===== src/rtl/alu_pkg.sv =====
// Opcode encoding, default widths, bubble constants and immediate extension shared by the ID/EX stage.
package alu_pkg;

   localparam int DW_DEF = 32;
   localparam int RW_DEF = 5;

   localparam logic [3:0] OP_ADD = 4'd0;
   localparam logic [3:0] OP_SUB = 4'd1;
   localparam logic [3:0] OP_AND = 4'd2;
   localparam logic [3:0] OP_OR  = 4'd3;
   localparam logic [3:0] OP_XOR = 4'd4;
   localparam logic [3:0] OP_LUI = 4'd5;
   localparam logic [3:0] OP_SLL = 4'd6;
   localparam logic [3:0] OP_SRL = 4'd7;
   localparam logic [3:0] OP_SRA = 4'd8;

   localparam logic [3:0]        OP_BUBBLE   = OP_ADD;
   localparam logic [DW_DEF-1:0] DATA_BUBBLE = '0;

   function automatic logic [DW_DEF-1:0] ext16(input logic [15:0] imm, input logic sext);
      return {{(DW_DEF-16){sext & imm[15]}}, imm};
   endfunction

   function automatic logic is_shift(input logic [3:0] op);
      return (op == OP_SLL) || (op == OP_SRL) || (op == OP_SRA);
   endfunction

   // Opcodes outside the ALU's set travel through but must never write back.
   function automatic logic is_alu_op(input logic [3:0] op);
      return op inside {OP_ADD, OP_SUB, OP_AND, OP_OR, OP_XOR, OP_LUI, OP_SLL, OP_SRL, OP_SRA};
   endfunction

endpackage


===== src/rtl/fwd_mux.sv =====
// Operand forwarding select: EX/MEM beats MEM/WB, index 0 always reads the register file.
module fwd_mux
   import alu_pkg::*;
#(
   parameter int DW = DW_DEF,
   parameter int RW = RW_DEF
) (
   input  logic [RW-1:0] idx,
   input  logic [DW-1:0] rf_val,
   input  logic          exm_reg_write,
   input  logic [RW-1:0] exm_rd,
   input  logic [DW-1:0] exm_data,
   input  logic          mwb_reg_write,
   input  logic [RW-1:0] mwb_rd,
   input  logic [DW-1:0] mwb_data,
   output logic [DW-1:0] val
);

   always_comb begin
      val = rf_val;
      if (exm_reg_write && (exm_rd == idx) && (idx != '0)) begin
         val = exm_data;
      end else if (mwb_reg_write && (mwb_rd == idx) && (idx != '0)) begin
         val = mwb_data;
      end
   end

endmodule


===== src/rtl/id_ex_stage.sv =====
// ID/EX pipeline register feeding the ALU. Define ID_EX_FWD_EN to enable operand
// forwarding and operand refresh while stalled; otherwise raw register-file values are used.
module id_ex_stage
   import alu_pkg::*;
#(
   parameter int DW = DW_DEF,
   parameter int RW = RW_DEF
) (
   input  logic          clk,
   input  logic          rst_n,
   input  logic          in_valid,
   input  logic [3:0]    in_opcode,
   input  logic [RW-1:0] in_rs_idx,
   input  logic [RW-1:0] in_rt_idx,
   input  logic [RW-1:0] in_rd_idx,
   input  logic [DW-1:0] in_rs_val,
   input  logic [DW-1:0] in_rt_val,
   input  logic [15:0]   in_imm,
   input  logic          in_imm_sext,
   input  logic          in_use_imm,
   input  logic [4:0]    in_shamt,
   input  logic          in_shift_var,
   input  logic          in_reg_write,
   input  logic          stall,
   input  logic          flush,
   input  logic          exm_reg_write,
   input  logic [RW-1:0] exm_rd,
   input  logic [DW-1:0] exm_data,
   input  logic          mwb_reg_write,
   input  logic [RW-1:0] mwb_rd,
   input  logic [DW-1:0] mwb_data,
   output logic          ex_valid,
   output logic [3:0]    alu_opcode,
   output logic [DW-1:0] alu_a,
   output logic [DW-1:0] alu_b,
   output logic [RW-1:0] ex_rd,
   output logic          ex_reg_write
);

   function automatic logic [DW-1:0] form_a(input logic [3:0] op, input logic [15:0] imm,
                                            input logic [DW-1:0] rs, input logic [DW-1:0] rt);
      if (op == OP_LUI) begin
         return {imm, {(DW-16){1'b0}}};
      end else if (is_shift(op)) begin
         return rt;
      end else begin
         return rs;
      end
   endfunction

   // Shift amounts are masked to 5 bits here because the ALU shifts by all of b.
   function automatic logic [DW-1:0] form_b(input logic [3:0] op, input logic [15:0] imm,
                                            input logic sext, input logic use_imm,
                                            input logic [4:0] shamt, input logic shift_var,
                                            input logic [DW-1:0] rs, input logic [DW-1:0] rt);
      if (op == OP_LUI) begin
         return DATA_BUBBLE;
      end else if (is_shift(op)) begin
         return {{(DW-5){1'b0}}, (shift_var ? rs[4:0] : shamt)};
      end else if (use_imm) begin
         return ext16(imm, sext);
      end else begin
         return rt;
      end
   endfunction

   logic          valid_q, valid_d;
   logic [3:0]    opcode_q, opcode_d;
   logic [DW-1:0] a_q, a_d;
   logic [DW-1:0] b_q, b_d;
   logic [RW-1:0] rd_q, rd_d;
   logic          reg_write_q, reg_write_d;
   logic [DW-1:0] fwd_rs, fwd_rt;
   logic          load_bubble;

`ifdef ID_EX_FWD_EN
   // Held copy of the instruction so operands can be re-forwarded while stalled.
   logic [RW-1:0] rs_idx_q, rs_idx_d;
   logic [RW-1:0] rt_idx_q, rt_idx_d;
   logic [DW-1:0] rs_val_q, rs_val_d;
   logic [DW-1:0] rt_val_q, rt_val_d;
   logic [15:0]   imm_q, imm_d;
   logic          imm_sext_q, imm_sext_d;
   logic          use_imm_q, use_imm_d;
   logic [4:0]    shamt_q, shamt_d;
   logic          shift_var_q, shift_var_d;
   logic [RW-1:0] sel_rs_idx, sel_rt_idx;
   logic [DW-1:0] sel_rs_val, sel_rt_val;

   assign sel_rs_idx = stall ? rs_idx_q : in_rs_idx;
   assign sel_rt_idx = stall ? rt_idx_q : in_rt_idx;
   assign sel_rs_val = stall ? rs_val_q : in_rs_val;
   assign sel_rt_val = stall ? rt_val_q : in_rt_val;

   fwd_mux #(.DW(DW), .RW(RW)) u_fwd_rs (
      .idx(sel_rs_idx), .rf_val(sel_rs_val),
      .exm_reg_write(exm_reg_write), .exm_rd(exm_rd), .exm_data(exm_data),
      .mwb_reg_write(mwb_reg_write), .mwb_rd(mwb_rd), .mwb_data(mwb_data),
      .val(fwd_rs)
   );

   fwd_mux #(.DW(DW), .RW(RW)) u_fwd_rt (
      .idx(sel_rt_idx), .rf_val(sel_rt_val),
      .exm_reg_write(exm_reg_write), .exm_rd(exm_rd), .exm_data(exm_data),
      .mwb_reg_write(mwb_reg_write), .mwb_rd(mwb_rd), .mwb_data(mwb_data),
      .val(fwd_rt)
   );
`else
   logic unused_fwd;

   assign fwd_rs     = in_rs_val;
   assign fwd_rt     = in_rt_val;
   assign unused_fwd = ^{exm_reg_write, exm_rd, exm_data, mwb_reg_write, mwb_rd, mwb_data,
                         in_rs_idx, in_rt_idx};
`endif

   assign load_bubble = flush || (!stall && !in_valid);

   always_comb begin
      valid_d     = valid_q;
      opcode_d    = opcode_q;
      a_d         = a_q;
      b_d         = b_q;
      rd_d        = rd_q;
      reg_write_d = reg_write_q;
`ifdef ID_EX_FWD_EN
      rs_idx_d    = rs_idx_q;
      rt_idx_d    = rt_idx_q;
      rs_val_d    = rs_val_q;
      rt_val_d    = rt_val_q;
      imm_d       = imm_q;
      imm_sext_d  = imm_sext_q;
      use_imm_d   = use_imm_q;
      shamt_d     = shamt_q;
      shift_var_d = shift_var_q;
`endif
      if (load_bubble) begin
         valid_d     = 1'b0;
         opcode_d    = OP_BUBBLE;
         a_d         = DATA_BUBBLE;
         b_d         = DATA_BUBBLE;
         rd_d        = '0;
         reg_write_d = 1'b0;
`ifdef ID_EX_FWD_EN
         rs_idx_d    = '0;
         rt_idx_d    = '0;
         rs_val_d    = DATA_BUBBLE;
         rt_val_d    = DATA_BUBBLE;
         imm_d       = '0;
         imm_sext_d  = 1'b0;
         use_imm_d   = 1'b0;
         shamt_d     = '0;
         shift_var_d = 1'b0;
`endif
      end else if (!stall) begin
         valid_d     = 1'b1;
         opcode_d    = in_opcode;
         a_d         = form_a(in_opcode, in_imm, fwd_rs, fwd_rt);
         b_d         = form_b(in_opcode, in_imm, in_imm_sext, in_use_imm, in_shamt,
                              in_shift_var, fwd_rs, fwd_rt);
         rd_d        = in_rd_idx;
         reg_write_d = in_reg_write && (in_rd_idx != '0) && is_alu_op(in_opcode);
`ifdef ID_EX_FWD_EN
         rs_idx_d    = in_rs_idx;
         rt_idx_d    = in_rt_idx;
         rs_val_d    = fwd_rs;
         rt_val_d    = fwd_rt;
         imm_d       = in_imm;
         imm_sext_d  = in_imm_sext;
         use_imm_d   = in_use_imm;
         shamt_d     = in_shamt;
         shift_var_d = in_shift_var;
`endif
      end
`ifdef ID_EX_FWD_EN
      else if (valid_q) begin
         rs_val_d = fwd_rs;
         rt_val_d = fwd_rt;
         a_d      = form_a(opcode_q, imm_q, fwd_rs, fwd_rt);
         b_d      = form_b(opcode_q, imm_q, imm_sext_q, use_imm_q, shamt_q, shift_var_q,
                           fwd_rs, fwd_rt);
      end
`endif
   end

   always_ff @(posedge clk or negedge rst_n) begin
      if (!rst_n) begin
         valid_q     <= 1'b0;
         opcode_q    <= OP_BUBBLE;
         a_q         <= DATA_BUBBLE;
         b_q         <= DATA_BUBBLE;
         rd_q        <= '0;
         reg_write_q <= 1'b0;
`ifdef ID_EX_FWD_EN
         rs_idx_q    <= '0;
         rt_idx_q    <= '0;
         rs_val_q    <= DATA_BUBBLE;
         rt_val_q    <= DATA_BUBBLE;
         imm_q       <= '0;
         imm_sext_q  <= 1'b0;
         use_imm_q   <= 1'b0;
         shamt_q     <= '0;
         shift_var_q <= 1'b0;
`endif
      end else begin
         valid_q     <= valid_d;
         opcode_q    <= opcode_d;
         a_q         <= a_d;
         b_q         <= b_d;
         rd_q        <= rd_d;
         reg_write_q <= reg_write_d;
`ifdef ID_EX_FWD_EN
         rs_idx_q    <= rs_idx_d;
         rt_idx_q    <= rt_idx_d;
         rs_val_q    <= rs_val_d;
         rt_val_q    <= rt_val_d;
         imm_q       <= imm_d;
         imm_sext_q  <= imm_sext_d;
         use_imm_q   <= use_imm_d;
         shamt_q     <= shamt_d;
         shift_var_q <= shift_var_d;
`endif
      end
   end

   assign ex_valid     = valid_q;
   assign alu_opcode   = opcode_q;
   assign alu_a        = a_q;
   assign alu_b        = b_q;
   assign ex_rd        = rd_q;
   assign ex_reg_write = reg_write_q;

endmodule


===== config.mk =====
export PLATFORM = sky130hd
export DESIGN_NAME = id_ex_stage
export DESIGN_NICKNAME = d
export VERILOG_FILES = /design/src/rtl/alu_pkg.sv /design/src/rtl/fwd_mux.sv /design/src/rtl/id_ex_stage.sv
export SDC_FILE = /design/constraint.sdc
export NUM_CORES = 1
export LEC_CHECK = 0
export CORE_ASPECT_RATIO = 1.4
export CORE_MARGIN = 5
export CORE_UTILIZATION = 36
export CTS_CLUSTER_DIAMETER = 120
export DETAILED_ROUTE_END_ITERATION = 8
export PLACE_DENSITY = 0.81
export SKIP_CTS_REPAIR_TIMING = 1
export SLEW_MARGIN = 40
export SYNTH_ARGS = -nofsm -noshare
export SYNTH_HDL_FRONTEND = slang
export SYNTH_SLANG_ARGS = --single-unit

===== constraint.sdc =====
create_clock -name clk -period 1 [get_ports clk]
set_input_delay 0.25 -clock clk [delete_from_list [all_inputs] [get_ports clk]]
set_output_delay 0.25 -clock clk [all_outputs]
set_load 0.1 [all_outputs]

==> flow_summary_export.csv <==
group,metric,value,unit
outcome,status,"complete, but fails checks",
outcome,failed_checks,"negative setup slack",
sta,min_period_over_period,140.3,%
power,intPower,7139,µW
logic_synthesis,syn_nets,594,
power,switching_share,30.95,%
global_route,use_met3,4.134,%
global_route,grt_use_total,22.54,%
clocking,clkTransAtPathRegs,0.06,ns
clocking,cts_root_buffer,"clkbuf_16",
sta,maxSlewViolCount,0,
finish,nNetsFinal,823,
logic_synthesis,synth_area_per_cell,9.849,µm²
clocking,cts_made_buffers,9,
sta,fin_skew,0,ns
floorplanning,dieArea,0.01331,mm²
setup_path,cpMaxStageDelayCell,"or3b_4",
power,p_leak,0.003644,µW
logic_synthesis,synth_warnings,0,
global_route,grt_pass1_vias,4433,
logic_synthesis,synth-seq-cells,75,
finish,drive_gt1_share,46.01,%
setup_path,r2r_cells,2,
detailed_routing,via_count,4352,
finish,finish.utilization,74.91,%
detailed_routing,dr.pass1.iters,4,
power,p_clk_share,36.2,%
min_path,hold_path_class,"in -> reg",
power,power_frac_comb,31.6,%
power,seqPwrFrac,32.2,%
finish,syn_to_final_growth,104.1,%
place,place_congestion,0.8998,
clocking,clkLatencyLatePin,0.33,ns
logic_synthesis,synth_top_area_share,47.05,%
floorplanning,die_w,98.96,µm
floorplanning,num_rows,45,
setup_path,critPathKind,"in -> reg",
floorplanning,start_util,36.71,%
min_path,hold_path_depth,2,
sta,post-route-min-period,1.403,ns
setup_path,cp_cell_sequence,"buf_6 -> or3b_4 -> mux2_4 -> clkbuf_16 -> mux2i_1 -> a22o_1",
floorplanning,io_pins,264,
sta,setup_violations,139,
global_route,grt_pass1_wl,23650,µm
setup_path,slowest_delay,0.40,ns
logic_synthesis,synth_cells,405,
finish,final_common_cell,"buf_12",
power,power.switching,3201,µW
detailed_routing,routedWlPerCell,21.42,µm
setup_path,critPathMaxFanout,6,
global_route,grt_overflow_total,0,
detailed_routing,vias_per_cell,5.572,
clocking,cts_sinks,75,
global_route,grt_max_degree,27,
clocking,clk_path_buf_depth,2,
sta,relSlewSlack,79.98,%
detailed_routing,drc,0,
global_route,grt.met1_usage,25.28,%
place,portBuffers,177,
logic_synthesis,synth.yosys.seq_area_share,47.05,%
logic_synthesis,yosysTopAreaCell,"dfrtp_1",
sta,rsz0062_at_grt,"yes",
setup_path,cp.arrival,1.62,ns
flow_run,cap_viol_max_count,0,
detailed_routing,drt_iter0_drc,253,
clocking,cts_tree,"yes",
sta,fmaxAchievable,0.7127,GHz
global_route,gr-max-usage-layer,"met2",
place,dpl_cell_area,0.007267,mm²
floorplanning,core_area,0.01087,mm²
sta,tightest_slew,0.2920,ns
setup_path,end_kind,"flip-flop",
finish,stdcell_area,0.008140,mm²
detailed_routing,drt_wl_total,16730,µm
global_route,antenna_found_initial,0,
detailed_routing,postRouteAntennaNets,0,
power,vdd_drop_max,0.8184,mV
sta,timing_hold_violations_final,0,
clocking,htree_levels,3,
global_route,grtUsageMet2,41.18,%
finish,final_cell_mix,"buf_12, clkdlybuf4s50_1, nand2_1",
logic_synthesis,synthTopCellsByArea,"dfrtp_1, mux2i_1, nand2_1",
setup_path,required,1.22,ns
logic_synthesis,synth.distinct_cells,31,
setup_path,reg2reg_slack,-0.03,ns
sta,fin_ws,-0.4032,ns
logic_synthesis,synthesis.area,0.003989,mm²
setup_path,start_kind,"primary input",
place,place_hpwl,11980,µm
floorplanning,dieHeight,134.5,µm
power,powerDensity,1270,mW/mm²
[cell usage after synthesis]
| cell | number |
|---|---|
| nor2_1 | 15 |
| a211oi_1 | 15 |
| nand3b_1 | 1 |
| a32oi_1 | 1 |
| buf_1 | 5 |
| or3b_1 | 1 |
| o21ai_1 | 1 |
| clkbuf_2 | 2 |
| o21ai_0 | 46 |
| and4bb_2 | 1 |
| o31ai_1 | 2 |
| buf_6 | 2 |
| nor2b_1 | 4 |
| a31oi_1 | 1 |
| nor3b_1 | 2 |
| mux2i_1 | 68 |
| clkbuf_1 | 25 |
| a211o_1 | 1 |
| mux2_2 | 3 |
| o22ai_1 | 16 |
| or4_1 | 1 |
| dfrtp_1 | 75 |
| nand2_1 | 78 |
| nand3_1 | 3 |
| a21o_1 | 1 |
| and3b_1 | 1 |
| nand2b_1 | 2 |
| buf_2 | 2 |
| a22o_1 | 15 |
| buf_8 | 1 |
| a221o_1 | 14 |
[metal layers]
metal	wire length [µm]	part of all wire, %	vias to the layer above
met3	1015	6.1	48
met2	9147	55	206
met4	642	3.8	0
met5	0	0	-
li1	-	-	1935
met1	5922	35	2163
[cell families (layout without fill, tap and decap cells)]
group | count (synthesis) | in the layout | share of synthesized area [%]
AOI/OAI and AO/OA | 113 | 113 | 19.20
and+or+nand+nor | 109 | 109 | 11.57
DFF | 75 | 75 | 47.05
other | 0 | 1 | 0
muxes | 71 | 71 | 17.91
buffers and inverters | 37 | 271 | 4.266
[critical path, delay by kind of cell]
kind / cells / cell delay [ns]
AOI/OAI and AO/OA: 1 / 0.20
buffers and inverters: 2 / 0.28
muxes: 2 / 0.49
and+or+nand+nor: 1 / 0.40
[worst paths after layout]
check	start	to
max in group asynchronous	rst_n	alu_b[24]$_DFFE_PN0P_
setup reg to reg	alu_a[24]$_DFFE_PN0P_	alu_a[24]$_DFFE_PN0P_
setup / recovery	in_opcode[0]	alu_b[4]$_DFFE_PN0P_
hold reg to reg	alu_b[15]$_DFFE_PN0P_	alu_b[15]$_DFFE_PN0P_
min in group asynchronous	rst_n	alu_b[7]$_DFFE_PN0P_
hold / removal	in_rd_idx[3]	ex_rd[3]$_DFFE_PN0P_
[metrics by stage]
stage	setup TNS, ns	setup WS (ns)	hold WS, ns	instances	power [µW]
floorplan	-36.69	-0.6940	-0.04559	405	4848
detailed placement	-69.30	-1.086	0.1615	744	6388
finish	-35.06	-0.4032	0.1793	781	10340
global route	-37.70	-0.4098	0.1823	780	10670
global placement	-66.81	-1.056	0.1584	744	6327
CTS	-57.48	-0.7397	-0.1943	760	10120
[state kept, by name, indices dropped and copies added, names as in the netlist]
| register | flops |
|---|---|
| alu_a | 32 |
| alu_b | 32 |
| alu_opcode | 4 |
| ex_rd | 5 |
| ex_reg_write | 1 |
| ex_valid | 1 |
[power by group through the flow]
| stage | Sequential, µW | Combinational, µW | Clock [µW] |
|---|---|---|---|
| after floorplan | 4230 | 613 | 0 |
| final | 3330 | 3270 | 3740 |
| after global routing | 3350 | 3380 | 3940 |
| after CTS | 3340 | 3010 | 3780 |
| after detailed placement | 3390 | 3000 | 0 |
| after global placement | 3380 | 2950 | 0 |
[layout make-up]
class,count,area [µm²]
Sequential cell,75,1967
Tap cell,141,176.4
Fill cell,653,2726
Multi-Input combinational cell,293,2233
Antenna cell,1,2.502
Clock inverter,5,100.1
Clock buffer,11,242.7
Timing Repair Buffer,255,3418
Power figures use the tool's default switching activity.
